[config.mk]
export PLATFORM = sky130hd
export DESIGN_NAME = alu_seq_ctrl
export DESIGN_NICKNAME = d
export VERILOG_FILES = /design/src/rtl/alu_seq_pkg.sv /design/src/rtl/mem_wait_timer.sv /design/src/rtl/alu_seq_ctrl.sv
export SDC_FILE = /design/constraint.sdc
export NUM_CORES = 1
export LEC_CHECK = 0
export BUFFER_PORTS_ARGS = -buffer_cell sky130_fd_sc_hd__buf_2
export CORE_MARGIN = 3
export CORE_UTILIZATION = 39
export DETAILED_ROUTE_END_ITERATION = 6
export GPL_TIMING_DRIVEN = 0
export PLACE_DENSITY_LB_ADDON = 0.08
export SETUP_SLACK_MARGIN = 0.05
export SLEW_MARGIN = 20
export SYNTH_ARGS = -nofsm -noshare
export SYNTH_HDL_FRONTEND = slang
export SYNTH_SLANG_ARGS = --single-unit
[constraint.sdc]
create_clock -name clock -period 1.7 [get_ports clock]
set_clock_uncertainty 0.15 [all_clocks]
set_input_delay 0.085 -clock clock [delete_from_list [all_inputs] [get_ports clock]]
set_output_delay 0.085 -clock clock [all_outputs]
set_load 0.02 [all_outputs]
[src/rtl/alu_seq_pkg.sv]
// Shared definitions for the Mini-SRC sequencer: opcodes, state encoding and
// the R-format opcode decoder used by the control FSM and the ALU.
package alu_seq_pkg;

  localparam logic [4:0] OP_ADD  = 5'b00011;
  localparam logic [4:0] OP_SUB  = 5'b00100;
  localparam logic [4:0] OP_SHR  = 5'b00101;
  localparam logic [4:0] OP_SHRA = 5'b00110;
  localparam logic [4:0] OP_SHL  = 5'b00111;
  localparam logic [4:0] OP_ROR  = 5'b01000;
  localparam logic [4:0] OP_ROL  = 5'b01001;
  localparam logic [4:0] OP_AND  = 5'b01010;
  localparam logic [4:0] OP_OR   = 5'b01011;
  localparam logic [4:0] OP_HALT = 5'b11011;

  typedef enum logic [3:0] {
    S_IDLE = 4'd0,
    S_T0   = 4'd1,
    S_T1   = 4'd2,
    S_T1W  = 4'd3,
    S_T2   = 4'd4,
    S_T3   = 4'd5,
    S_T4   = 4'd6,
    S_T5   = 4'd7,
    S_HALT = 4'd8
  } state_t;

  function automatic logic is_alu_op(input logic [4:0] op);
    case (op)
      OP_ADD, OP_SUB, OP_SHR, OP_SHRA, OP_SHL,
      OP_ROR, OP_ROL, OP_AND, OP_OR: return 1'b1;
      default:                       return 1'b0;
    endcase
  endfunction

endpackage

[src/rtl/mem_wait_timer.sv]
// Clearable up-counter for the memory-wait state; o_tc flags the cycle in
// which the number of wait cycles reaches MEM_TIMEOUT.
module mem_wait_timer #(
  parameter int MEM_TIMEOUT = 16
) (
  input  logic i_clock,
  input  logic i_clear_n,
  input  logic i_clr,
  input  logic i_en,
  output logic o_tc
);

  localparam int CW = (MEM_TIMEOUT < 2) ? 1 : $clog2(MEM_TIMEOUT + 1);
  localparam logic [CW-1:0] LIMIT = CW'(MEM_TIMEOUT - 1);

  logic [CW-1:0] r_cnt;

  // r_cnt holds the wait cycles already completed, so the current cycle is r_cnt+1.
  assign o_tc = (r_cnt == LIMIT);

  always_ff @(posedge i_clock) begin
    if (!i_clear_n) begin
      r_cnt <= '0;
    end else if (i_clr) begin
      r_cnt <= '0;
    end else if (i_en && !o_tc) begin
      r_cnt <= r_cnt + 1'b1;
    end
  end

endmodule

[src/rtl/alu_seq_ctrl.sv]
// Multi-cycle control FSM for the Mini-SRC datapath: fetch with bounded memory
// wait, then R-format ALU execute; halts on halt/illegal opcode or bus error.
module alu_seq_ctrl
  import alu_seq_pkg::*;
#(
  parameter int MEM_TIMEOUT = 16,
  parameter int CNT_W       = 16
) (
  input  logic             clock,
  input  logic             clear,
  input  logic             start,
  input  logic             stop,
  input  logic [31:0]      ir,
  input  logic             mem_ready,
  output logic             pc_out,
  output logic             mar_in,
  output logic             inc_pc,
  output logic             z_in,
  output logic             z_lo_out,
  output logic             pc_in,
  output logic             mem_read,
  output logic             mdr_in,
  output logic             mdr_out,
  output logic             ir_in,
  output logic             y_in,
  output logic             gra,
  output logic             grb,
  output logic             grc,
  output logic             r_out,
  output logic             r_in,
  output logic [4:0]       alu_op,
  output logic             run,
  output logic             illegal,
  output logic             bus_err,
  output logic [CNT_W-1:0] instr_count,
  output state_t           dbg_state
);

  state_t           r_state;
  logic             r_illegal;
  logic             r_bus_err;
  logic [CNT_W-1:0] r_instr_count;
  logic [4:0]       w_opcode;
  logic             w_tmr_tc;
  logic             w_unused_ir;

  assign w_opcode    = ir[31:27];
  assign w_unused_ir = ^ir[26:0];

  // T1 always precedes T1W, so clearing there restarts the count on every entry.
  mem_wait_timer #(.MEM_TIMEOUT(MEM_TIMEOUT)) u_timer (
    .i_clock   (clock),
    .i_clear_n (clear),
    .i_clr     (r_state == S_T1),
    .i_en      (r_state == S_T1W),
    .o_tc      (w_tmr_tc)
  );

  always_ff @(posedge clock) begin
    if (!clear) begin
      r_state       <= S_IDLE;
      r_illegal     <= 1'b0;
      r_bus_err     <= 1'b0;
      r_instr_count <= '0;
    end else begin
      case (r_state)
        S_IDLE: if (start) r_state <= S_T0;
        S_T0:   r_state <= S_T1;
        S_T1:   r_state <= S_T1W;
        S_T1W: begin
          if (mem_ready) begin
            r_state <= S_T2;
          end else if (w_tmr_tc) begin
            r_bus_err <= 1'b1;
            r_state   <= S_HALT;
          end
        end
        S_T2:   r_state <= S_T3;
        S_T3: begin
          if (is_alu_op(w_opcode)) begin
            r_state <= S_T4;
          end else begin
            if (w_opcode != OP_HALT) r_illegal <= 1'b1;
            r_state <= S_HALT;
          end
        end
        S_T4:   r_state <= S_T5;
        S_T5: begin
          r_instr_count <= r_instr_count + 1'b1;
          r_state       <= stop ? S_IDLE : S_T0;
        end
        S_HALT: r_state <= S_HALT;
        default: r_state <= S_IDLE;
      endcase
    end
  end

  // Strobes decode from the state register; T3/T4 also look at the live opcode
  // because the IR is only loaded at the end of T2.
  always_comb begin
    pc_out   = 1'b0;
    mar_in   = 1'b0;
    inc_pc   = 1'b0;
    z_in     = 1'b0;
    z_lo_out = 1'b0;
    pc_in    = 1'b0;
    mem_read = 1'b0;
    mdr_in   = 1'b0;
    mdr_out  = 1'b0;
    ir_in    = 1'b0;
    y_in     = 1'b0;
    gra      = 1'b0;
    grb      = 1'b0;
    grc      = 1'b0;
    r_out    = 1'b0;
    r_in     = 1'b0;
    alu_op   = 5'b0;
    case (r_state)
      S_T0: begin
        pc_out = 1'b1;
        mar_in = 1'b1;
        inc_pc = 1'b1;
        z_in   = 1'b1;
      end
      S_T1: begin
        z_lo_out = 1'b1;
        pc_in    = 1'b1;
      end
      S_T1W: begin
        mem_read = 1'b1;
        mdr_in   = 1'b1;
      end
      S_T2: begin
        mdr_out = 1'b1;
        ir_in   = 1'b1;
      end
      S_T3: begin
        if (is_alu_op(w_opcode)) begin
          gra   = 1'b1;
          r_out = 1'b1;
          y_in  = 1'b1;
        end
      end
      S_T4: begin
        grb    = 1'b1;
        r_out  = 1'b1;
        z_in   = 1'b1;
        alu_op = w_opcode;
      end
      S_T5: begin
        z_lo_out = 1'b1;
        grc      = 1'b1;
        r_in     = 1'b1;
      end
      default: ;
    endcase
  end

  assign run         = (r_state != S_IDLE) && (r_state != S_HALT);
  assign illegal     = r_illegal;
  assign bus_err     = r_bus_err;
  assign instr_count = r_instr_count;
  assign dbg_state   = r_state;

endmodule

; Yosys cells after proc, flatten, opt, wreduce, memory -nomap -nowiden
; Memory sizes are Yosys's and may differ from the RTL's.
; Cells that the tools add are included.
; Widths: inputs -> output; s select.
[classes]
n_reduce_logical = 11
add_sub_neg = 2
bitwise_logic = 3
n_eq_ne = 13
mux = 23
[op_table]
columns = op, n
row1 = $pmux 4 s9, 1
row2 = $add 16x1->16 const B, 1
row3 = $eq 4x3->1 const B, 4
row4 = $mux 1, 16
row5 = $mux 4, 4
row6 = $eq 4x2->1 const B, 2
row7 = $reduce_and 3->1, 2
row8 = $reduce_or 2->1, 3
row9 = $add 5x1->5 const B, 1
row10 = $eq 5x4->1 const B, 1
row11 = $mux 5, 1
row12 = $ne 5x5->1 const B, 1
row13 = $eq 4x1->1 const B, 1
row14 = $eq 4x4->1 const B, 1
row15 = $logic_not 4->1, 1
row16 = $ne 4x4->1 const B, 1
row17 = $reduce_bool 4->1, 1
row18 = $ne 3x3->1 const B, 1
row19 = $not 1->1, 3
row20 = $logic_and 1x1->1, 2
row21 = $ne 2x2->1 const B, 1
row22 = $pmux 1 s2, 1
row23 = $reduce_and 2->1, 1
row24 = $logic_not 1->1, 1
[totals]
n_memories = 2
rom_bits = 32
register_bits = 27
inputBits = 37
[memory_table]
columns = memory, depth, width, rd, rd_ports_with_merged_regs, write_ports, line_no
row1 = (no name shown), 16, 1, 1, 0, 0, alu_seq_pkg.sv:29  ; case (op)
row2 = (no name shown), 16, 1, 1, 0, 0, alu_seq_pkg.sv:29

; Longest topological paths before layout
; An unclocked memory read counts as a cell.
[logic_depth]
word_depth = 6
ltp_mapped = 6
depth_no_buf = 6

; Cells and area by module
; From an unflattened synthesis, not the netlist that was laid out.
[hier_totals]
cells_unflattened = 172
hier_area_um2 = 1446.4
[by_module_without_submodules]
columns = module, cells_per_inst, seq_area_each_um2, instances, area_each_um2
row1 = alu_seq_ctrl, 146, 440.4, 1, 1204.9
row2 = mem_wait_timer, 26, 100.1, 1, 241.5

; Worst setup path after synthesis
; OpenSTA, ideal clock, no wires.
[synth_timing]
path_kind = flip-flop to output port
startpoint = reg r_state[0] (netlist: dbg_state[0])
endpoint = out z_in
required_time_ns = 1.465
path_stages_with_launch = 5
slack_ns = -0.460
t_arrival_ns = 1.925
path_cell_list = dfxtp_1 -> buf_6 -> inv_1 -> nor4_1 -> or2_2
[synth_via]
elab_chain_cells = 3
word_cells_on_any_way = 4
[synth_lines]
columns = item, line_no
row1 = start: declaration, alu_seq_ctrl.sv:39  ; state_t r_state;
row2 = start signal: assignment, alu_seq_ctrl.sv:90  ; r_state <= stop ? S_IDLE : S_T0;
row3 = $eq 4x3->1 or $eq 4x1->1 (tied branches), alu_seq_ctrl.sv:118  ; case (r_state)
row4 = $reduce_or 2->1 (no source line) *, -
row5 = $mux 1 *, alu_seq_ctrl.sv:118
row6 = end: declaration, alu_seq_ctrl.sv:18  ; output logic z_in,
; Mark *: on every way between the ends. The rest lies on a longest branch, timed or not.

; Worst setup path in the final report
[layout_timing]
startpoint = reg r_state[1] (netlist: dbg_state[1])
endpoint = out z_in
; The elaborated chain is that of the path after synthesis.

==> out/qor.csv <==
metric,value,unit
clock tree from TritonCTS,yes,
Post-Synthesis Cell Area,0.00145,mm^2
post-synthesis cell type with the largest combined area,dfxtp_1,
CTS buffer count,3,
nets,301,
start of the worst register-to-register path,instr_count[3],
pre-CTS setup slack,-0.186,ns
average cell area after synthesis,8.47,um^2
clk root buf,clkbuf_8,
clock input transition at the sequential cells of the worst setup and hold paths,0.08,ns
Detailed Place HPWL,2800,um
launching instance or port of the critical path,dbg_state[1],
Area Overhead vs Synth,70.3,%
r2r worst-path depth,4,
unrepaired setup endpoints after global routing,true,
Port Buffers,53,
clock insertion delay at the later pin of the skew report,0.27,ns
relative max-transition margin,60.4,%
accumulated negative setup slack,0,ns
Vert. Die Dim,66.9,um
Critical Path End,z_in,
Post-synth EDFFs,0,
Synth warnings,0,
Leakage,1.11,nW
number of primary I/O pins,81,
net count of the mapped netlist,211,
core footprint,0.00344,mm^2
depth of the CTS H-tree,1,
largest net degree at the start of global routing,15,
first-pass detailed-route iteration total,4,
Tcrit/Tclk final,99.4,%
global route total overflow,0,
share of flip-flops with an asynchronous set or reset,0,%
DRC violation total after the first TritonRoute iteration,48,
Antenna Diode Count,0,
setup-violating endpoint count in the final report,0,
global placer's final weighted congestion,0.813,
Synth Register Bits,27,
area share of the largest cell type after synthesis,37.3,%
post-synthesis sequential area ratio,37.3,%
least setup slack across all paths after layout,0.0106,ns
path category of the worst min-delay check,in -> reg,
dominant register cell in the synthesized netlist,dfxtp_1,
Total Routing Usage GR,19.5,%
R2R Path End,instr_count[15],
endpoint type of the worst setup path,output port,
Die ar.,0.00448,mm^2
critical path launch point type,flip-flop,
count of different cell masters after synthesis,42,
Worst-Margin Slew,0.593,ns
classification of the worst setup path,reg -> out,
arrival time of the worst setup path,1.45,ns
CTS sink cnt,27,
Final Core Density,71.6,%
number of standard cells in the final layout excluding fillers,306,
pwr/cell area,549,mW/mm^2
Initial Util,42.1,%
number of global-route vias before repair,1476,
count of vias placed by the detailed router,1622,
leading post-synthesis cells by instance count,"27 x dfxtp_1, 20 x nor2_1, 10 x nand2_1, 9 x a21oi_1",
routed wire length per instance,14.8,um
width of the die,66.9,um
number of design rule violations left after detail routing,0,
clk buf depth,2,
per-cell via count in the routed design,5.30,
total wire length after detailed routing,4510,um
most numerous cell in the Yosys netlist,dfxtp_1,
CP max FO,7,
first-pass GRT wire length,6700,um
maximum clock frequency,592,MHz
share of post-route cells with drive strength above 1,57.7,%
antenna violations before repair,0,
"Cell Area, Placed",0.00183,mm^2
final critical delay including setup and external delays,1.69,ns
Gate Count Post-Synth,171,
Final Cell Area,0.00246,mm^2
status,finished clean,
reported max-cap violation count,0,
count of standard-cell rows,21,
Final Hold Viols,0,
Placed Instances,270,
Crit path required time,1.46,ns
number of antenna-violating nets in the routed design,0,
worst vdd ir,0.000540,V
setup slack on the worst flop-to-flop path,0.02,ns
leading post-synthesis cells by cell area,"dfxtp_1 37%, nor2_1 5.2%, xnor2_1 4.2%",
number of pins with negative max-slew slack in the final report,0,
## final cells by class
cell class              instances  area [um^2]
multi-input cells             125         1010
fillers                       254          977
repair buffers                 87          624
flip-flops and latches         27          586
plain buffers                  10          104
well taps                      46         57.6
clock buffers                   4         45.0
inverters                       7         38.8
## per-layer routing
metal  global-route usage [%]  up-vias  routed length (um)
met1                     23.5      778                1810
met5                        0        -                   0
li1                         -      790                   -
met2                     33.2       46                2380
met4                     7.85        0                  77
met3                     4.55        8                 245
## report_power, final
part,switching [mW],internal [mW]
combinational,0.176,0.179
clock,0.189,0.168
sequential,0.00974,0.630
## worst min-delay path by stage
| stage | startpoint | to | slack, ns | depth (start not counted) |
|---|---|---|---|---|
| floorplan | clear | dbg_state[0] | 0.05 | 1 |
| global placement | clear | dbg_state[3] | 0.23 | 2 |
| detailed placement | clear | dbg_state[3] | 0.23 | 2 |
| CTS | mem_ready | bus_err | 0.02 | 4 |
| global route | mem_ready | bus_err | 0.05 | 4 |
| finish | mem_ready | bus_err | 0.03 | 4 |
## through the flow
step	hold slack (ns)	power (mW)
finish	0.0331	1.35
global route	0.0539	1.41
CTS	0.0161	1.31
detailed placement	0.233	0.873
global placement	0.228	0.867
floorplan	0.0521	0.806
## worst max-delay path, stage by stage (launching register included)
cell and delay, ns:
dfxtp_4 0.36, clkbuf_16 0.16, nor4_4 0.37, or2_4 0.19, buf_6 0.11
## logic make-up (layout without fill, tap and decap cells)
logic type / Yosys count / in the layout / synth area share (%)
compound gates: 28 / 28 / 12.5
xor+xnor: 12 / 12 / 7.26
fa+ha+maj: 3 / 3 / 2.59
buf+inv: 19 / 108 / 7.35
flops: 27 / 27 / 37.3
simple gates: 82 / 82 / 32.9
## repair_timing
| item | 4_1_cts | 5_1_grt |
|---|---|---|
| pin swaps | 4 | 17 |
| cloned | 1 | 0 |
| endpoints found under the setup margin | 32 | 33 |
| hold buffers | 1 | 0 |
| endpoints found under the hold margin | 4 | 0 |
| resized for setup | 43 | 46 |
| setup buffers | 16 | 18 |
## placed cells by master (no fill, tap or decap), drive strengths merged, types with 2 or more instances in the layout
cell type / instances
inv: 5
clkbuf: 6
nand2: 10
dfxtp: 27
and2: 6
nand4: 6
nor3b: 2
o21ai: 6
xnor2: 7
o31ai: 4
or3: 4
xor2: 5
nor2: 20
ha: 3
nor4: 3
nand4b: 2
buf: 93
o21a: 2
a211oi: 2
a21oi: 9
nand3: 7
nor3: 7
clkinv: 2
and3: 3
nor2b: 3
or4: 3
or2: 2
## state kept, by name, indices dropped and copies added (netlist names)
signal / count
instr_count: 16
u_timer.r_cnt: 5
dbg_state: 4
bus_err: 1
illegal: 1
Note: power is estimated with default switching activity, not from simulation.
